### config.mk
export PLATFORM = sky130hd
export DESIGN_NAME = slave_split_ctrl_flat
export DESIGN_NICKNAME = d
export VERILOG_FILES = /design/src/rtl/slave_split_ctrl_if.sv /design/src/rtl/slave_split_ctrl.sv /design/src/flat_wrapper.sv
export SDC_FILE = /design/constraint.sdc
export NUM_CORES = 1
export LEC_CHECK = 0
export BUFFER_PORTS_ARGS = -buffer_cell sky130_fd_sc_hd__buf_2
export CAP_MARGIN = 5
export CORE_MARGIN = 5
export CORE_UTILIZATION = 35
export CTS_CLUSTER_DIAMETER = 200
export DETAILED_ROUTE_END_ITERATION = 16
export PLACE_DENSITY = 0.6
export RECOVER_POWER = 50
export SETUP_SLACK_MARGIN = 0.5
export SYNTH_ARGS = -nofsm -noshare
export SYNTH_HDL_FRONTEND = slang
export SYNTH_SLANG_ARGS = --single-unit
### constraint.sdc
create_clock -name MASTER_CLK -period 2.8 [get_ports MASTER_CLK]
set_input_delay 0.56 -clock MASTER_CLK [delete_from_list [all_inputs] [get_ports MASTER_CLK]]
set_output_delay 0.56 -clock MASTER_CLK [all_outputs]
set_load 0.02 [all_outputs]
### src/rtl/slave_split_ctrl_if.sv
// Bus-side signal bundle between a split-capable slave port and its split controller.
interface slave_split_ctrl_if;
   logic slv_sel;
   logic txn_start;
   logic tx_done;
   logic mem_ready;
   logic mem_req;
   logic SPLIT_EN;
   logic port_hold;
   logic resume;
   logic txn_err;
   logic busy;

   modport slave (
      input  slv_sel, txn_start, tx_done, mem_ready,
      output mem_req, SPLIT_EN, port_hold, resume, txn_err, busy
   );

   modport master (
      output slv_sel, txn_start, tx_done, mem_ready,
      input  mem_req, SPLIT_EN, port_hold, resume, txn_err, busy
   );
endinterface

### src/rtl/slave_split_ctrl.sv
// Slave-side split controller: requests a bus split while slow memory is pending,
// resumes the transfer once re-granted, or aborts after MAX_WAIT cycles.
module slave_split_ctrl #(
   parameter int unsigned SPLIT_THRESH = 4,
   parameter int unsigned MAX_WAIT     = 200,
   parameter int unsigned CNT_W        = 8
) (
   input  logic              MASTER_CLK,
   input  logic              MASTER_RST,
   slave_split_ctrl_if.slave bus
);

   typedef enum logic [2:0] {
      IDLE,
      WAIT_MEM,
      SPLIT,
      REGRANT,
      ACTIVE
   } state_t;

   state_t             state_q, state_d;
   logic [CNT_W-1:0]   cnt_q, cnt_d, cnt_inc;
   logic               mem_req_q, mem_req_d;
   logic               split_en_q, split_en_d;
   logic               port_hold_q, port_hold_d;
   logic               resume_q, resume_d;
   logic               txn_err_q, txn_err_d;
   logic               busy_q, busy_d;

   // cnt holds edges-since-entry minus one, so thresholds compare against N-1
   assign cnt_inc = (&cnt_q) ? cnt_q : cnt_q + 1'b1;

   always_ff @(posedge MASTER_CLK or posedge MASTER_RST) begin
      if (MASTER_RST) begin
         state_q     <= IDLE;
         cnt_q       <= '0;
         mem_req_q   <= 1'b0;
         split_en_q  <= 1'b0;
         port_hold_q <= 1'b0;
         resume_q    <= 1'b0;
         txn_err_q   <= 1'b0;
         busy_q      <= 1'b0;
      end else begin
         state_q     <= state_d;
         cnt_q       <= cnt_d;
         mem_req_q   <= mem_req_d;
         split_en_q  <= split_en_d;
         port_hold_q <= port_hold_d;
         resume_q    <= resume_d;
         txn_err_q   <= txn_err_d;
         busy_q      <= busy_d;
      end
   end

   always_comb begin
      state_d     = state_q;
      cnt_d       = cnt_q;
      mem_req_d   = mem_req_q;
      split_en_d  = split_en_q;
      port_hold_d = port_hold_q;
      resume_d    = 1'b0;
      txn_err_d   = 1'b0;
      busy_d      = busy_q;

      unique case (state_q)
         IDLE: begin
            if (bus.txn_start && bus.slv_sel) begin
               state_d     = WAIT_MEM;
               cnt_d       = '0;
               mem_req_d   = 1'b1;
               port_hold_d = 1'b1;
               busy_d      = 1'b1;
            end
         end
         WAIT_MEM: begin
            cnt_d = cnt_inc;
            if (bus.mem_ready) begin
               state_d     = ACTIVE;
               mem_req_d   = 1'b0;
               port_hold_d = 1'b0;
            end else if (cnt_q == CNT_W'(SPLIT_THRESH - 1)) begin
               state_d    = SPLIT;
               split_en_d = 1'b1;
            end
         end
         SPLIT: begin
            cnt_d = cnt_inc;
            if (bus.mem_ready) begin
               state_d    = REGRANT;
               mem_req_d  = 1'b0;
               split_en_d = 1'b0;
            end else if (cnt_q == CNT_W'(MAX_WAIT - 1)) begin
               state_d     = IDLE;
               split_en_d  = 1'b0;
               mem_req_d   = 1'b0;
               port_hold_d = 1'b0;
               busy_d      = 1'b0;
               txn_err_d   = 1'b1;
            end
         end
         REGRANT: begin
            // no timeout here: the other master's split transfer may take arbitrarily long
            if (bus.slv_sel) begin
               state_d     = ACTIVE;
               port_hold_d = 1'b0;
               resume_d    = 1'b1;
            end
         end
         ACTIVE: begin
            if (bus.tx_done) begin
               state_d = IDLE;
               busy_d  = 1'b0;
            end
         end
         default: state_d = IDLE;
      endcase
   end

   assign bus.mem_req   = mem_req_q;
   assign bus.SPLIT_EN  = split_en_q;
   assign bus.port_hold = port_hold_q;
   assign bus.resume    = resume_q;
   assign bus.txn_err   = txn_err_q;
   assign bus.busy      = busy_q;

endmodule

### src/flat_wrapper.sv
// flat-port wrapper written by rule: the top's interface ports become plain ports
module slave_split_ctrl_flat 
#(
   parameter int unsigned SPLIT_THRESH = 4,
   parameter int unsigned MAX_WAIT     = 200,
   parameter int unsigned CNT_W        = 8
)
  (MASTER_CLK, MASTER_RST, bus_slv_sel, bus_txn_start, bus_tx_done, bus_mem_ready, bus_mem_req, bus_SPLIT_EN, bus_port_hold, bus_resume, bus_txn_err, bus_busy);
  slave_split_ctrl_if bus_i ();
  input  logic MASTER_CLK;
  input  logic MASTER_RST;
  input wire logic [$bits(bus_i.slv_sel)-1:0] bus_slv_sel;
  input wire logic [$bits(bus_i.txn_start)-1:0] bus_txn_start;
  input wire logic [$bits(bus_i.tx_done)-1:0] bus_tx_done;
  input wire logic [$bits(bus_i.mem_ready)-1:0] bus_mem_ready;
  output wire logic [$bits(bus_i.mem_req)-1:0] bus_mem_req;
  output wire logic [$bits(bus_i.SPLIT_EN)-1:0] bus_SPLIT_EN;
  output wire logic [$bits(bus_i.port_hold)-1:0] bus_port_hold;
  output wire logic [$bits(bus_i.resume)-1:0] bus_resume;
  output wire logic [$bits(bus_i.txn_err)-1:0] bus_txn_err;
  output wire logic [$bits(bus_i.busy)-1:0] bus_busy;
  assign bus_i.slv_sel = bus_slv_sel;
  assign bus_i.txn_start = bus_txn_start;
  assign bus_i.tx_done = bus_tx_done;
  assign bus_i.mem_ready = bus_mem_ready;
  assign bus_mem_req = bus_i.mem_req;
  assign bus_SPLIT_EN = bus_i.SPLIT_EN;
  assign bus_port_hold = bus_i.port_hold;
  assign bus_resume = bus_i.resume;
  assign bus_txn_err = bus_i.txn_err;
  assign bus_busy = bus_i.busy;
  slave_split_ctrl #(.SPLIT_THRESH(SPLIT_THRESH), .MAX_WAIT(MAX_WAIT), .CNT_W(CNT_W)) u_core (.MASTER_CLK(MASTER_CLK), .MASTER_RST(MASTER_RST), .bus(bus_i));
endmodule
==> results list <==
- Number of warnings issued by yosys: 0
- Synthesized area: 1067 um^2
- sky130_fd_sc_hd__dfrtp_1 takes more of the synthesized area than any other cell.
* Fmax: 522.5 MHz
- Type of the worst setup path: flop to flop
- For this configuration, the core starts out at a cell density of 35.84%.
* Floorplan Core Area: 2978 um^2
- For this block, wires on met1 add up to 1123 um.
- For this run, the register share of the synthesized area comes to 39.86%.
- Reg-to-Reg Start: u_core.state_q[2]
* Number of buffers created by CTS: 3
- Final Max Slew Viols: 0
* Number of gates resized after CTS: 0
- Gr usage total: 11.92%
- Yosys reg bits: 17
* Crit. Startpoint: u_core.state_q[2]
- Pin slew with the least headroom to its limit: 662.5 ps
* Number of post-CTS setup repair buffers: 0
- Average routed wire per standard cell: 14.34 um
- Number of max-cap violations: 0
- DRT Pass-1 Iters: 4
- Delay contributed by the slowest stage of the critical path: 650 ps
* Num ports: 12
- Summed over all nets, wire length on met2 after detailed routing comes to 985 um.
- Total wire length after detailed routing: 2251 um
* Total DRC errors in the routed layout: 0
* First-pass GRT wire length: 3933 um
- Across all setup checks in the final design, the least slack found is 886.2 ps.
- Measured against its own limit, the worst slew margin works out to 55.78%.
- The critical path contains buffers and inverters numbering 0 combined.
- Setup violation total in the final timing report: 0
- Overall die area: 4254 um^2
- Entering global routing, the biggest net connects 18 pins.
- Reg-to-reg slack, setup: 890 ps
- Number of nets in the finished design: 133
- Latest clock arrival within the worst-skew pair: 290 ps
- Setup repair after global routing left no endpoint under its margin.
- Status: complete, no violations
- Post-route standard cell area excluding fillers: 1159 um^2
- Quantity of I/O buffers inserted on ports: 11
- Iteration-0 DRC Markers: 24
- Synthesized netlist cell count: 114
* Area Growth Syn to Fin: 8.558%
- The number of different library cells used by synthesis comes to 47.
- Signal arrival time at the worst endpoint: 2100 ps
- Horiz. Die Dim: 65.22 um
- Most common cell after layout, fill and taps aside: sky130_fd_sc_hd__dfrtp_1
- Number of nets produced by synthesis: 122
- Measured along the y axis, the die boundary spans 65.22 um.
* Total power divided by cell area: 917.3 nW/um^2
- The worst setup path is launched from a flop.
* Period utilisation layout: 68.35%
- The number of hold buffers added after CTS was 0.
- Clock skew on the completed layout was measured at 3.278 ps.
- Post-route worst hold slack: 346.8 ps
- Final core utilization: 38.91%
- Number of vias in the routed layout: 871
- The count of final hold-check violations came to 0.
- The congestion estimate from routability-driven global placement came to 0.8636.
- In this run the worst hold path is classified as input pin to asynchronous set/reset pin.
* Vias in the first global route: 836
* Per-cell via count in the routed design: 5.548
* Kind of end point of the critical path: flop
- After global routing the overflow that remains totals 0.
- Maximum clock insertion buffer count: 2
- Cell with the biggest individual delay on the critical path: sky130_fd_sc_hd__nor4b_1
- The analysis attributes to cell leakage a power of 0.0005159 uW.
- In this run the worst path has a maximum fanout of 14.
- Across the VDD grid, the largest voltage drop is 502.4 uV.
- Adding up every negative setup slack in the final design gives 0 ps.
* Flip-flop cell with the highest count after synthesis: sky130_fd_sc_hd__dfrtp_1
- Counting every sink on the clock net gives 17.
- Diodes inserted: 0
- Walking the worst path, the cells encountered are nor4b_1 -> o21ai_2 -> nand4_2 -> mux2_4.
* Family with the most delay on the worst path: simple AND/OR/NAND/NOR gates
- Most frequent cells in the layout: sky130_fd_sc_hd__dfrtp_1 (17), sky130_fd_sc_hd__nand2_1 (13), sky130_fd_sc_hd__buf_2 (10)
* Placement Cell Area: 1134 um^2
- CTS clock-pin slew for the worst setup and hold paths: 100 ps
- The detail route stage leaves a number of antenna-violating nets equal to 0.
- Clock tree from TritonCTS: done
* Number of antenna violations at the first check in global routing: 0
- The tree is rooted in a sky130_fd_sc_hd__clkbuf_4.
- Top routing layer in use: met4
* Pre-CTS setup slack: 843.4 ps
- Counting I/O delays and the setup requirement, the final critical path takes 1914 ps.
- Detailed routing placed a total of 76 um of wire on met3.
- Placement row count: 20
- After synthesis, the share of flip-flops with an asynchronous set or reset is 100.0%.
* Post-synth EDFFs: 0
- Detailed placement ended at an HPWL of 1703 um.
- A synthesized cell averages 9.362 um^2.
- Most area-consuming cells after synthesis: sky130_fd_sc_hd__dfrtp_1 (40%), sky130_fd_sc_hd__nand2_1 (4.6%), sky130_fd_sc_hd__a21oi_1 (2.8%)
* Level count of the clock H-tree: 1
* Data required time of the critical path: 2990 ps
- Fraction of layout instances using a drive strength above 1: 18.55%
- After synthesis, the largest area contributor takes up 39.86% of total cell area.
-- area by class of cell --
cell class                 instances  area (um^2)
multi-input combinational         86        589.3
tap                               33        41.29
inverter                           6        22.52
sequential                        17        425.4
fill                             294         1819
clock buffer                       4        26.28
timing repair buffer              11        53.80
-- cell usage after synthesis, types with 2 or more instances --
cell type                  count
sky130_fd_sc_hd__clkbuf_1      2
sky130_fd_sc_hd__nand3b_1      3
sky130_fd_sc_hd__a21oi_1       6
sky130_fd_sc_hd__nor3b_1       3
sky130_fd_sc_hd__and2_1        2
sky130_fd_sc_hd__a21o_1        2
sky130_fd_sc_hd__nor2_1        6
sky130_fd_sc_hd__dfrtp_1      17
sky130_fd_sc_hd__ha_1          2
sky130_fd_sc_hd__a22oi_1       2
sky130_fd_sc_hd__nand3_1       3
sky130_fd_sc_hd__or4_1         2
sky130_fd_sc_hd__o31ai_1       3
sky130_fd_sc_hd__nor4b_1       2
sky130_fd_sc_hd__and4_2        2
sky130_fd_sc_hd__o21ai_0       3
sky130_fd_sc_hd__nand4_1       2
sky130_fd_sc_hd__inv_1         6
sky130_fd_sc_hd__o211ai_1      2
sky130_fd_sc_hd__mux2i_1       2
sky130_fd_sc_hd__nand2_1      13
sky130_fd_sc_hd__a31oi_1       4
-- logic make-up after synthesis --
group | after synthesis | share of synthesized area (%)
and+or+nand+nor | 48 | 28.25
AOI/OAI and AO/OA | 31 | 19.46
DFF | 17 | 39.86
buffers and inverters | 11 | 4.924
muxes | 4 | 4.337
adders and majority gates | 2 | 2.344
xor gates and xnor gates | 1 | 0.8208
-- where the power goes --
part	internal [uW]	switching, uW	total [uW]
clock network	55.4	77.6	133
logic	228	278	506
registers	314	109	424
-- worst paths after layout --
kind,depth (start not counted),endpoint
setup reg to reg,4,u_core.state_q[0]
hold reg to reg,1,u_core.bus.busy
setup / recovery,4,u_core.state_q[0]
max in group asynchronous,2,u_core.cnt_q[1]
min in group MASTER_CLK,1,u_core.bus.busy
hold / removal,2,u_core.bus.txn_err
-- routing by layer --
layer  track usage (%)  vias to the layer above
met3             2.735                        7
met2             17.57                       15
met4             6.218                        0
li1                  -                      447
met1             16.12                      402
met5                 0                        -
-- sequential cells by signal, indices dropped and copies added (netlist names) --
signal and cells:
u_core.cnt_q 8, u_core.bus.resume 1, u_core.bus.busy 1, u_core.bus.SPLIT_EN 1, u_core.bus.mem_req 1, u_core.bus.port_hold 1, u_core.state_q 3, u_core.bus.txn_err 1
-- stage by stage --
| stage | power [uW] | instances |
|---|---|---|
| 2_1_floorplan | 836.4 | 114 |
| 3_3_place_gp | 927.0 | 153 |
| 3_5_place_dp | 935.6 | 153 |
| 4_1_cts | 1075 | 157 |
| 5_1_grt | 1163 | 157 |
| 6_report | 1063 | 157 |
Note: power is estimated with default switching activity, not from simulation.
